--- config.mk ---
export PLATFORM = sky130hd
export DESIGN_NAME = bip_accumulator_flat
export DESIGN_NICKNAME = d
export VERILOG_FILES = /design/src/rtl/bip_accumulator_if.sv /design/src/rtl/bip_accumulator.sv /design/src/flat_wrapper.sv
export SDC_FILE = /design/constraint.sdc
export NUM_CORES = 1
export LEC_CHECK = 0
export BUFFER_PORTS_ARGS = -buffer_cell sky130_fd_sc_hd__buf_2
export CAP_MARGIN = 20
export CORE_MARGIN = 2
export CORE_UTILIZATION = 51
export DETAILED_ROUTE_END_ITERATION = 7
export GPL_TIMING_DRIVEN = 0
export HOLD_SLACK_MARGIN = 0.15
export PLACE_DENSITY = 0.88
export SLEW_MARGIN = 20
export SYNTH_ARGS = -nofsm -noshare
export SYNTH_HDL_FRONTEND = slang
export SYNTH_SLANG_ARGS = --single-unit
--- constraint.sdc ---
create_clock -name clk -period 2.7 [get_ports clk]
set_input_delay 0.27 -clock clk [delete_from_list [all_inputs] [get_ports clk]]
set_output_delay 0.27 -clock clk [all_outputs]
set_load 0.005 [all_outputs]
--- src/rtl/bip_accumulator_if.sv ---
// Request/result bundle of the BIP accumulator.
// The master side is the control unit and result consumer; the slave side is the accumulator.
interface bip_accumulator_if #(
   parameter int WIDTH = 11
);
   logic             in_valid;
   logic             in_ready;
   logic [1:0]       op;
   logic [WIDTH-1:0] operand;
   logic             out_valid;
   logic             out_ready;
   logic [WIDTH-1:0] acc;
   logic             ovf;

   modport master (
      output in_valid, op, operand, out_ready,
      input  in_ready, out_valid, acc, ovf
   );

   modport slave (
      input  in_valid, op, operand, out_ready,
      output in_ready, out_valid, acc, ovf
   );
endinterface

--- src/rtl/bip_accumulator.sv ---
// Accumulator unit for the BIP datapath.
// A two-stage pipe: S1 holds the accepted request, S2 is the accumulator/result register
// published with a valid/ready handshake. LD, ADD, SUB and CLR are applied to the signed accumulator.
// Build option BIP_ACC_SAT_EN: when defined, ADD/SUB overflow saturates acc to the signed
// extreme instead of wrapping; ovf is raised in both builds.
module bip_accumulator #(
   parameter int WIDTH = 11
) (
   input  logic                clk,
   input  logic                reset,
   bip_accumulator_if.slave    bus
);

   typedef enum logic [1:0] {
      OP_LD  = 2'b00,
      OP_ADD = 2'b01,
      OP_SUB = 2'b10,
      OP_CLR = 2'b11
   } op_e;

`ifdef BIP_ACC_SAT_EN
   localparam logic [WIDTH-1:0] SAT_MAX = {1'b0, {(WIDTH-1){1'b1}}};
   localparam logic [WIDTH-1:0] SAT_MIN = {1'b1, {(WIDTH-1){1'b0}}};
`endif

   // S1: request register
   logic             s1_valid_reg;
   op_e              s1_op_reg;
   logic [WIDTH-1:0] s1_operand_reg;

   // S2: result register
   logic [WIDTH-1:0] acc_reg;
   logic             ovf_reg;
   logic             out_valid_reg;

   logic [WIDTH-1:0] acc_next;
   logic             ovf_next;
   logic [WIDTH:0]   ext_sum;

   logic advance;
   logic in_ready_int;
   logic accept;
   logic commit;

   // S2 can take a new result when it is empty or its current result is being consumed.
   assign advance      = !out_valid_reg || bus.out_ready;
   assign in_ready_int = !reset && (!s1_valid_reg || advance);
   assign accept       = bus.in_valid && in_ready_int;
   assign commit       = s1_valid_reg && advance;

   assign bus.in_ready  = in_ready_int;
   assign bus.out_valid = out_valid_reg;
   assign bus.acc       = acc_reg;
   assign bus.ovf       = ovf_reg;

   // Result of the op waiting in S1 against the current accumulator (one extra bit to see overflow).
   always_comb begin
      ext_sum  = '0;
      acc_next = acc_reg;
      ovf_next = 1'b0;
      case (s1_op_reg)
         OP_LD: begin
            acc_next = s1_operand_reg;
         end
         OP_CLR: begin
            acc_next = '0;
         end
         OP_ADD, OP_SUB: begin
            if (s1_op_reg == OP_ADD) begin
               ext_sum = {acc_reg[WIDTH-1], acc_reg} + {s1_operand_reg[WIDTH-1], s1_operand_reg};
            end else begin
               ext_sum = {acc_reg[WIDTH-1], acc_reg} - {s1_operand_reg[WIDTH-1], s1_operand_reg};
            end
            ovf_next = ext_sum[WIDTH] ^ ext_sum[WIDTH-1];
            acc_next = ext_sum[WIDTH-1:0];
`ifdef BIP_ACC_SAT_EN
            // The extended sign bit is the true sign of the exact result.
            if (ovf_next) begin
               acc_next = ext_sum[WIDTH] ? SAT_MIN : SAT_MAX;
            end
`endif
         end
         default: begin
            acc_next = acc_reg;
         end
      endcase
   end

   // S1 fills on accept and empties when its op commits; both can happen on one edge.
   always_ff @(posedge clk) begin
      if (reset) begin
         s1_valid_reg   <= 1'b0;
         s1_op_reg      <= OP_LD;
         s1_operand_reg <= '0;
      end else if (accept) begin
         s1_valid_reg   <= 1'b1;
         s1_op_reg      <= op_e'(bus.op);
         s1_operand_reg <= bus.operand;
      end else if (commit) begin
         s1_valid_reg   <= 1'b0;
      end
   end

   // S2 takes the committed result; a consumed result with no replacement clears out_valid.
   always_ff @(posedge clk) begin
      if (reset) begin
         acc_reg       <= '0;
         ovf_reg       <= 1'b0;
         out_valid_reg <= 1'b0;
      end else if (commit) begin
         acc_reg       <= acc_next;
         ovf_reg       <= ovf_next;
         out_valid_reg <= 1'b1;
      end else if (out_valid_reg && bus.out_ready) begin
         out_valid_reg <= 1'b0;
      end
   end

endmodule

--- src/flat_wrapper.sv ---
// flat-port wrapper written by rule: the top's interface ports become plain ports
module bip_accumulator_flat 
#(
   parameter int WIDTH = 11
)
  (clk, reset, bus_in_valid, bus_op, bus_operand, bus_out_ready, bus_in_ready, bus_out_valid, bus_acc, bus_ovf);
  bip_accumulator_if #(.WIDTH(WIDTH)) bus_i ();
  input  logic clk;
  input  logic reset;
  input wire logic [$bits(bus_i.in_valid)-1:0] bus_in_valid;
  input wire logic [$bits(bus_i.op)-1:0] bus_op;
  input wire logic [$bits(bus_i.operand)-1:0] bus_operand;
  input wire logic [$bits(bus_i.out_ready)-1:0] bus_out_ready;
  output wire logic [$bits(bus_i.in_ready)-1:0] bus_in_ready;
  output wire logic [$bits(bus_i.out_valid)-1:0] bus_out_valid;
  output wire logic [$bits(bus_i.acc)-1:0] bus_acc;
  output wire logic [$bits(bus_i.ovf)-1:0] bus_ovf;
  assign bus_i.in_valid = bus_in_valid;
  assign bus_i.op = bus_op;
  assign bus_i.operand = bus_operand;
  assign bus_i.out_ready = bus_out_ready;
  assign bus_in_ready = bus_i.in_ready;
  assign bus_out_valid = bus_i.out_valid;
  assign bus_acc = bus_i.acc;
  assign bus_ovf = bus_i.ovf;
  bip_accumulator #(.WIDTH(WIDTH)) u_core (.clk(clk), .reset(reset), .bus(bus_i));
endmodule
==> out/qor.csv, run 1 <==
metric,value,unit
end_kind,register,
worst_pin_slew,0.5654,ns
yosysSeqAreaShare,28.61,%
fin_crit_sh,105.2,%
hp-class,in -> reg,
stdcell_count,315,
synth_top_family_by_area,compound AO/OA/AOI/OAI gates,
final_antenna_net_count,0,
htree_levels,1,
synth.distinct_cells,43,
placed_area,2100,um^2
power.leakage,1.045,nW
drt_pass1_iterations,4,
antenna_found_initial,0,
ios,31,
vias_per_cell,5.629,
dp_cells,305,
drtIter0Drc,101,
hold_buffers,0,
worstRegToRegCells,13,
cts_tree,built,
avgSynthCellArea,8.323,um^2
rows,22,
critPathLaunchType,register,
vias,1773,
syn_area,1889,um^2
initial_core_util,52.39,%
wl_per_cell,15.26,um
slew_headroom,62.31,%
skew,0.006662,ns
ys_ff_latch,27,
cts_root_buf,clkbuf_8,
rsz0062_at_grt,true,
drc_errors,0,
synth_cells,227,
syn_nets,263,
cts_sinks,27,
powerDensity,563.4,nW/um^2
path_max_fanout,6,
path_class,reg -> reg,
rrSetupSlack,-0.14,ns
required,2.85,ns
slowest_delay,0.39,ns
setup_viol,2,
finalHoldViolCount,0,
yosysTopAreaCellShare,28.61,%
synthAdderAreaFrac,12.98,%
cts_buffers,3,
diodes,0,
timing.final.max_slew_violations,0,
stdcell_area,2357,um^2
final_util,65.37,%
ys.flop_type,dfxtp_1,
synth_mux_area_share,1.656,%
fin_crit,2.841,ns
gr-total-overflow,0,
track_usage,23.98,%
path_cells,nor3_4 -> nand2b_1 -> nor3_2 -> a21oi_2 -> xnor2_2 -> ha_1 -> a21oi_2 -> or2b_1 -> o31a_1 -> o311a_1 -> xnor2_1 -> xnor2_1 -> o32ai_1,
die-height,64.87,um
dp_slack,-0.3328,ns
clockBufferDepth,2,
clk-insertion-delay-late,0.28,ns
grt_pass1_vias,1661,
hold_depth,3,
synthXorXnorAreaFrac,8.808,%
dieArea,4207,um^2
portBuffers,30,
gp_congestion,1.004,
synth_compound_gate_area_share,22.32,%
layout_commonest_cell,buf_2,
dp.final_hpwl,3324,um
synth-simple-area-share,20.99,%
layout-drive-gt1-share,27.34,%
fmax,352.0,MHz
die_w,64.87,um
yosysWarnings,0,
grt_pass1_wl,7659,um
status,"finished, violations left",
nFillCells,312,
synth-edff-count,0,
arrival,2.99,ns
clk_pin_slew,0.10,ns
fin_ws,-0.1409,ns
core,3606,um^2
syn_to_final_growth,24.77,%
crit_slowest_cell,dfxtp_4,
routed_wl,4807,um
cap_violations,0,
nets,304,
synthArstFlopShare,0,%
synth.area.top_cells,"dfxtp_1 (29%), ha_1 (12%), nand2_1 (5.2%)",
mostFrequentLayoutCells,"buf_2 (31), nand2_1 (26), dfxtp_1 (22), nor2_1 (21), ha_1 (15)",
synth_area_leader_cell,dfxtp_1,
grt_max_degree,15,
violations,negative setup slack,
max-vdd-ir-drop,307.2,uV
## stage by stage
stage / hold slack (ns) / power [mW] / TNS, ns
after CTS: 0.1588 / 1.234 / -0.1112
after floorplan: 0.3690 / 0.8546 / 0
after detailed placement: 0.4559 / 0.9681 / -0.8316
final: 0.1630 / 1.328 / -0.2112
after global routing: 0.1751 / 1.419 / -0.7096
after global placement: 0.4529 / 0.9468 / -0.5433
## cell type report
type / count / area, um^2 / area share [%]
clock buffers: 4 / 45.04 / 1.911
inverters: 12 / 45.04 / 1.911
repair buffers: 37 / 202.7 / 8.599
multi-input cells: 177 / 1411 / 59.87
well taps: 48 / 60.06 / 2.548
flip-flops and latches: 27 / 554.3 / 23.51
plain buffers: 10 / 38.79 / 1.645
## timing repair
action | 4_1_cts | 5_1_grt
setup buffers | 4 | 3
resized for setup | 12 | 22
pin swaps | 9 | 7
endpoints found under the hold margin | 0 | 0
endpoints found under the setup margin | 5 | 6
## synth_stat cells (2+ instances only)
library cell and instances:
nand2b_1 2, nor3_1 2, dfxtp_1 27, o31ai_1 5
o21a_1 2, a22oi_1 9, nand2_1 26, xor2_1 10
a21oi_1 17, nand3b_1 10, nor2b_1 5, ha_1 18
a31oi_1 3, nand3_1 3, clkbuf_1 10, a21o_1 2
inv_1 12, a211oi_1 10, mux2i_1 2, xnor2_1 9
nor2_1 21
## kinds of logic (layout without fill, tap and decap cells)
group,count (synthesis),count (layout)
DFF,27,27
buffers and inverters,23,63
adders and majority gates,19,19
and+or+nand+nor,77,77
AOI/OAI and AO/OA,59,59
xor gates and xnor gates,19,19
muxes,3,3
## worst max-delay path, delay by kind of cell (launching register included)
| family | cells | cell delay [ns] |
|---|---|---|
| XOR/XNOR | 3 | 0.50 |
| adder cells (fa/ha/maj) | 1 | 0.33 |
| flip-flops | 1 | 0.39 |
| AO/OA/AOI/OAI | 5 | 0.75 |
| AND/OR/NAND/NOR | 4 | 0.73 |
## routing by layer
layer	vias up	global-route usage [%]	part of all wire, %	wire length (um)
met5	-	0	0	0
met4	0	9.574	1.5	70
met3	7	4.514	5.0	240
met2	50	40.85	50	2405
met1	834	29.61	43	2090
li1	882	-	-	-
## path summary, 6_finish.rpt
check / from / end
worst max-delay path: u_core.s1_operand_reg[3] / u_core.bus.ovf
worst min-delay path: bus_operand[4] / u_core.s1_operand_reg[4]
worst max register to register: u_core.s1_operand_reg[3] / u_core.bus.ovf
worst min register to register: u_core.bus.ovf / u_core.bus.ovf
## where the power goes
group / internal [mW] / total (mW) / leakage [nW] / switching (mW)
Combinational: 0.298 / 0.624 / 0.797 / 0.326
Sequential: 0.427 / 0.465 / 0.225 / 0.0376
Clock: 0.106 / 0.239 / 0.0228 / 0.133
(Power assumes the default switching activity.)
==> run 2: changes to the inputs <==
--- a/config.mk
+++ b/config.mk
@@ -7,6 +7,7 @@
 export LEC_CHECK = 0
 export BUFFER_PORTS_ARGS = -buffer_cell sky130_fd_sc_hd__buf_2
 export CAP_MARGIN = 20
+export CORE_ASPECT_RATIO = 0.6
 export CORE_MARGIN = 2
 export CORE_UTILIZATION = 51
 export DETAILED_ROUTE_END_ITERATION = 7
==> run 2 against run 1 <==
The flow still finishes with violations (negative setup slack). Clock skew about the same. Count of clock-buffer cells in the layout shrank 1. Utilization grew 1.0 points. Fmax down 0.64%. Die area rose by 0.38%. Sequential share of layout area fell by 0.43 points. Sequential power about the same. Largest power group unchanged.
==> out/qor.csv, run 2 (synthesized netlist as in run 1, its figures left out) <==
metric,value,unit,change
fin_crit,2.859,ns,was 2.841 ns
status,"finished, violations left",,unchanged
drc_errors,0,,unchanged
die_w,82.58,um,was 64.87 um
crit_top_cell,xnor2_1,,
cp_top_family,compound AO/OA/AOI/OAI gates,,unchanged
core,3616,um^2,was 3606 um^2
path_cells,nor3_4 -> nand2b_1 -> nor3_2 -> a21oi_1 -> xnor2_1 -> ha_1 -> a21oi_2 -> or2b_1 -> o31a_1 -> o311a_1 -> xnor2_1 -> xnor2_1 -> o32ai_1,,was nor3_4 -> nand2b_1 -> nor3_2 -> a21oi_2 -> xnor2_2 -> ha_1 -> a21oi_2 -> or2b_1 -> o31a_1 -> o311a_1 -> xnor2_1 -> xnor2_1 -> o32ai_1
drtIter0Drc,168,,was 101
nets,309,,was 304
wl_per_cell,16.44,um,was 15.26 um
required,2.86,ns,was 2.85 ns
max-vdd-ir-drop,312.5,uV,was 307.2 uV
crit_slowest_cell,dfxtp_4,,unchanged
dp.final_hpwl,3430,um,was 3324 um
rsz0062_at_grt,true,,unchanged
slew_headroom,56.03,%,was 62.31%
grt_max_degree,18,,was 15
placed_area,2098,um^2,was 2100 um^2
dp_cells,304,,was 305
dieArea,4223,um^2,was 4207 um^2
layout_commonest_cell,buf_2,,unchanged
routed_wl,5244,um,was 4807 um
clk-insertion-delay-late,0.29,ns,was 0.28 ns
fin_crit_sh,105.9,%,was 105.2%
fmax,349.7,MHz,was 352.0 MHz
cap_violations,0,,unchanged
grt_pass1_vias,1662,,was 1661
critPathLaunchType,register,,unchanged
final_antenna_net_count,0,,unchanged
hp-class,in -> reg,,unchanged
antenna_found_initial,0,,unchanged
cts_buffers,3,,unchanged
track_usage,25.21,%,was 23.98%
cts_tree,built,,unchanged
gr-total-overflow,0,,unchanged
vias,1832,,was 1773
fin_ws,-0.1594,ns,was -0.1409 ns
clockBufferDepth,2,,unchanged
skew,0.006918,ns,was 0.006662 ns
power.leakage,1.069,nW,was 1.045 nW
diodes,0,,unchanged
htree_levels,1,,unchanged
violations,negative setup slack,,unchanged
cts_sinks,27,,unchanged
path_class,reg -> reg,,unchanged
rows,17,,was 22
arrival,3.02,ns,was 2.99 ns
syn_to_final_growth,27.09,%,was 24.77%
ios,31,,unchanged
slowest_delay,0.37,ns,was 0.39 ns
finalHoldViolCount,0,,unchanged
portBuffers,30,,unchanged
vias_per_cell,5.743,,was 5.629
hold_buffers,0,,unchanged
cts_root_buf,clkbuf_8,,unchanged
end_kind,register,,unchanged
path_buf_inv,0,,unchanged
gp_congestion,0.9142,,was 1.004
grt_pass1_wl,8024,um,was 7659 um
powerDensity,571.1,nW/um^2,was 563.4 nW/um^2
stdcell_area,2401,um^2,was 2357 um^2
worst_pin_slew,0.6596,ns,was 0.5654 ns
layout-drive-gt1-share,29.04,%,was 27.34%
timing.final.max_slew_violations,0,,unchanged
clk_pin_slew,0.10,ns,about the same
drt_pass1_iterations,5,,was 4
mostFrequentLayoutCells,"buf_2 (31), nand2_1 (26), dfxtp_1 (22), nor2_1 (21), ha_1 (14)",,"was buf_2 (31), nand2_1 (26), dfxtp_1 (22), nor2_1 (21), ha_1 (15)"
initial_core_util,52.25,%,was 52.39%
die-height,51.15,um,was 64.87 um
setup_viol,2,,unchanged
path_max_fanout,2,,was 6
stdcell_count,319,,was 315
run 2: changes by cell type in the layout (fill, tap and decap cells not counted), sizes merged:
cell,delta
inv,+1
buf,+5
clkbuf,-1
run 2: final timing paths:
check | slack (ns) | startpoint | endpoint | cells past startpoint
max | -0.16 | u_core.s1_operand_reg[3] | u_core.bus.ovf | 13
min | 0.17 | bus_operand[3] | u_core.s1_operand_reg[3] | 3
max reg2reg | -0.16 | u_core.s1_operand_reg[3] | u_core.bus.ovf | 13
min reg2reg | 0.48 | u_core.bus.ovf | u_core.bus.ovf | 2
run 2: stage by stage:
step           hold slack (ns)  setup TNS (ns)  utilization [%]  power (mW)  setup slack, ns
2_1_floorplan           0.3690               0                -      0.8546         0.008624
3_3_place_gp            0.4545         -0.6420            58.03      0.9537          -0.2483
3_5_place_dp            0.4580         -0.8697            58.03      0.9706          -0.3040
4_1_cts                 0.1597         -0.1105            62.01       1.256         -0.08972
5_1_grt                 0.1546         -0.6004            66.40       1.457          -0.3473
6_report                0.1669         -0.2344            66.40       1.371          -0.1594
run 2: final cells by class:
cell class | instances | area [um^2]
timing repair buffer | 41 | 232.7
clock buffer | 3 | 41.29
fill | 288 | 1215
multi-input combinational | 177 | 1406
tap | 47 | 58.81
inverter | 12 | 45.04
sequential | 27 | 554.3
buffer | 11 | 53.80
clock inverter | 1 | 8.758
run 2: routing by layer:
layer  routed length (um)  vias to the layer above  track usage [%]
met1                 2459                      838            38.04
met3                  423                        9            5.654
li1                     -                      894                -
met5                    0                        -                0
met4                   50                        0            4.918
met2                 2311                       91            36.56
run 2: worst min-delay path: stages:
cell and delay, ns:
buf_2 0.07, nand2_1 0.04, nand2_1 0.04
run 2: what timing repair did:
item                                    4_1_cts  5_1_grt
buffers inserted                              4        7
endpoints found under the setup margin        5        5
pin swaps                                     8       11
resized for setup                            20       18
endpoints found under the hold margin         0        0
gates cloned                                  0        0
run 2: where the power goes:
part,internal (mW),switching [mW],total (mW)
sequential,0.427,0.0388,0.466
clock,0.109,0.145,0.254
combinational,0.314,0.337,0.651
total,0.850,0.521,1.37
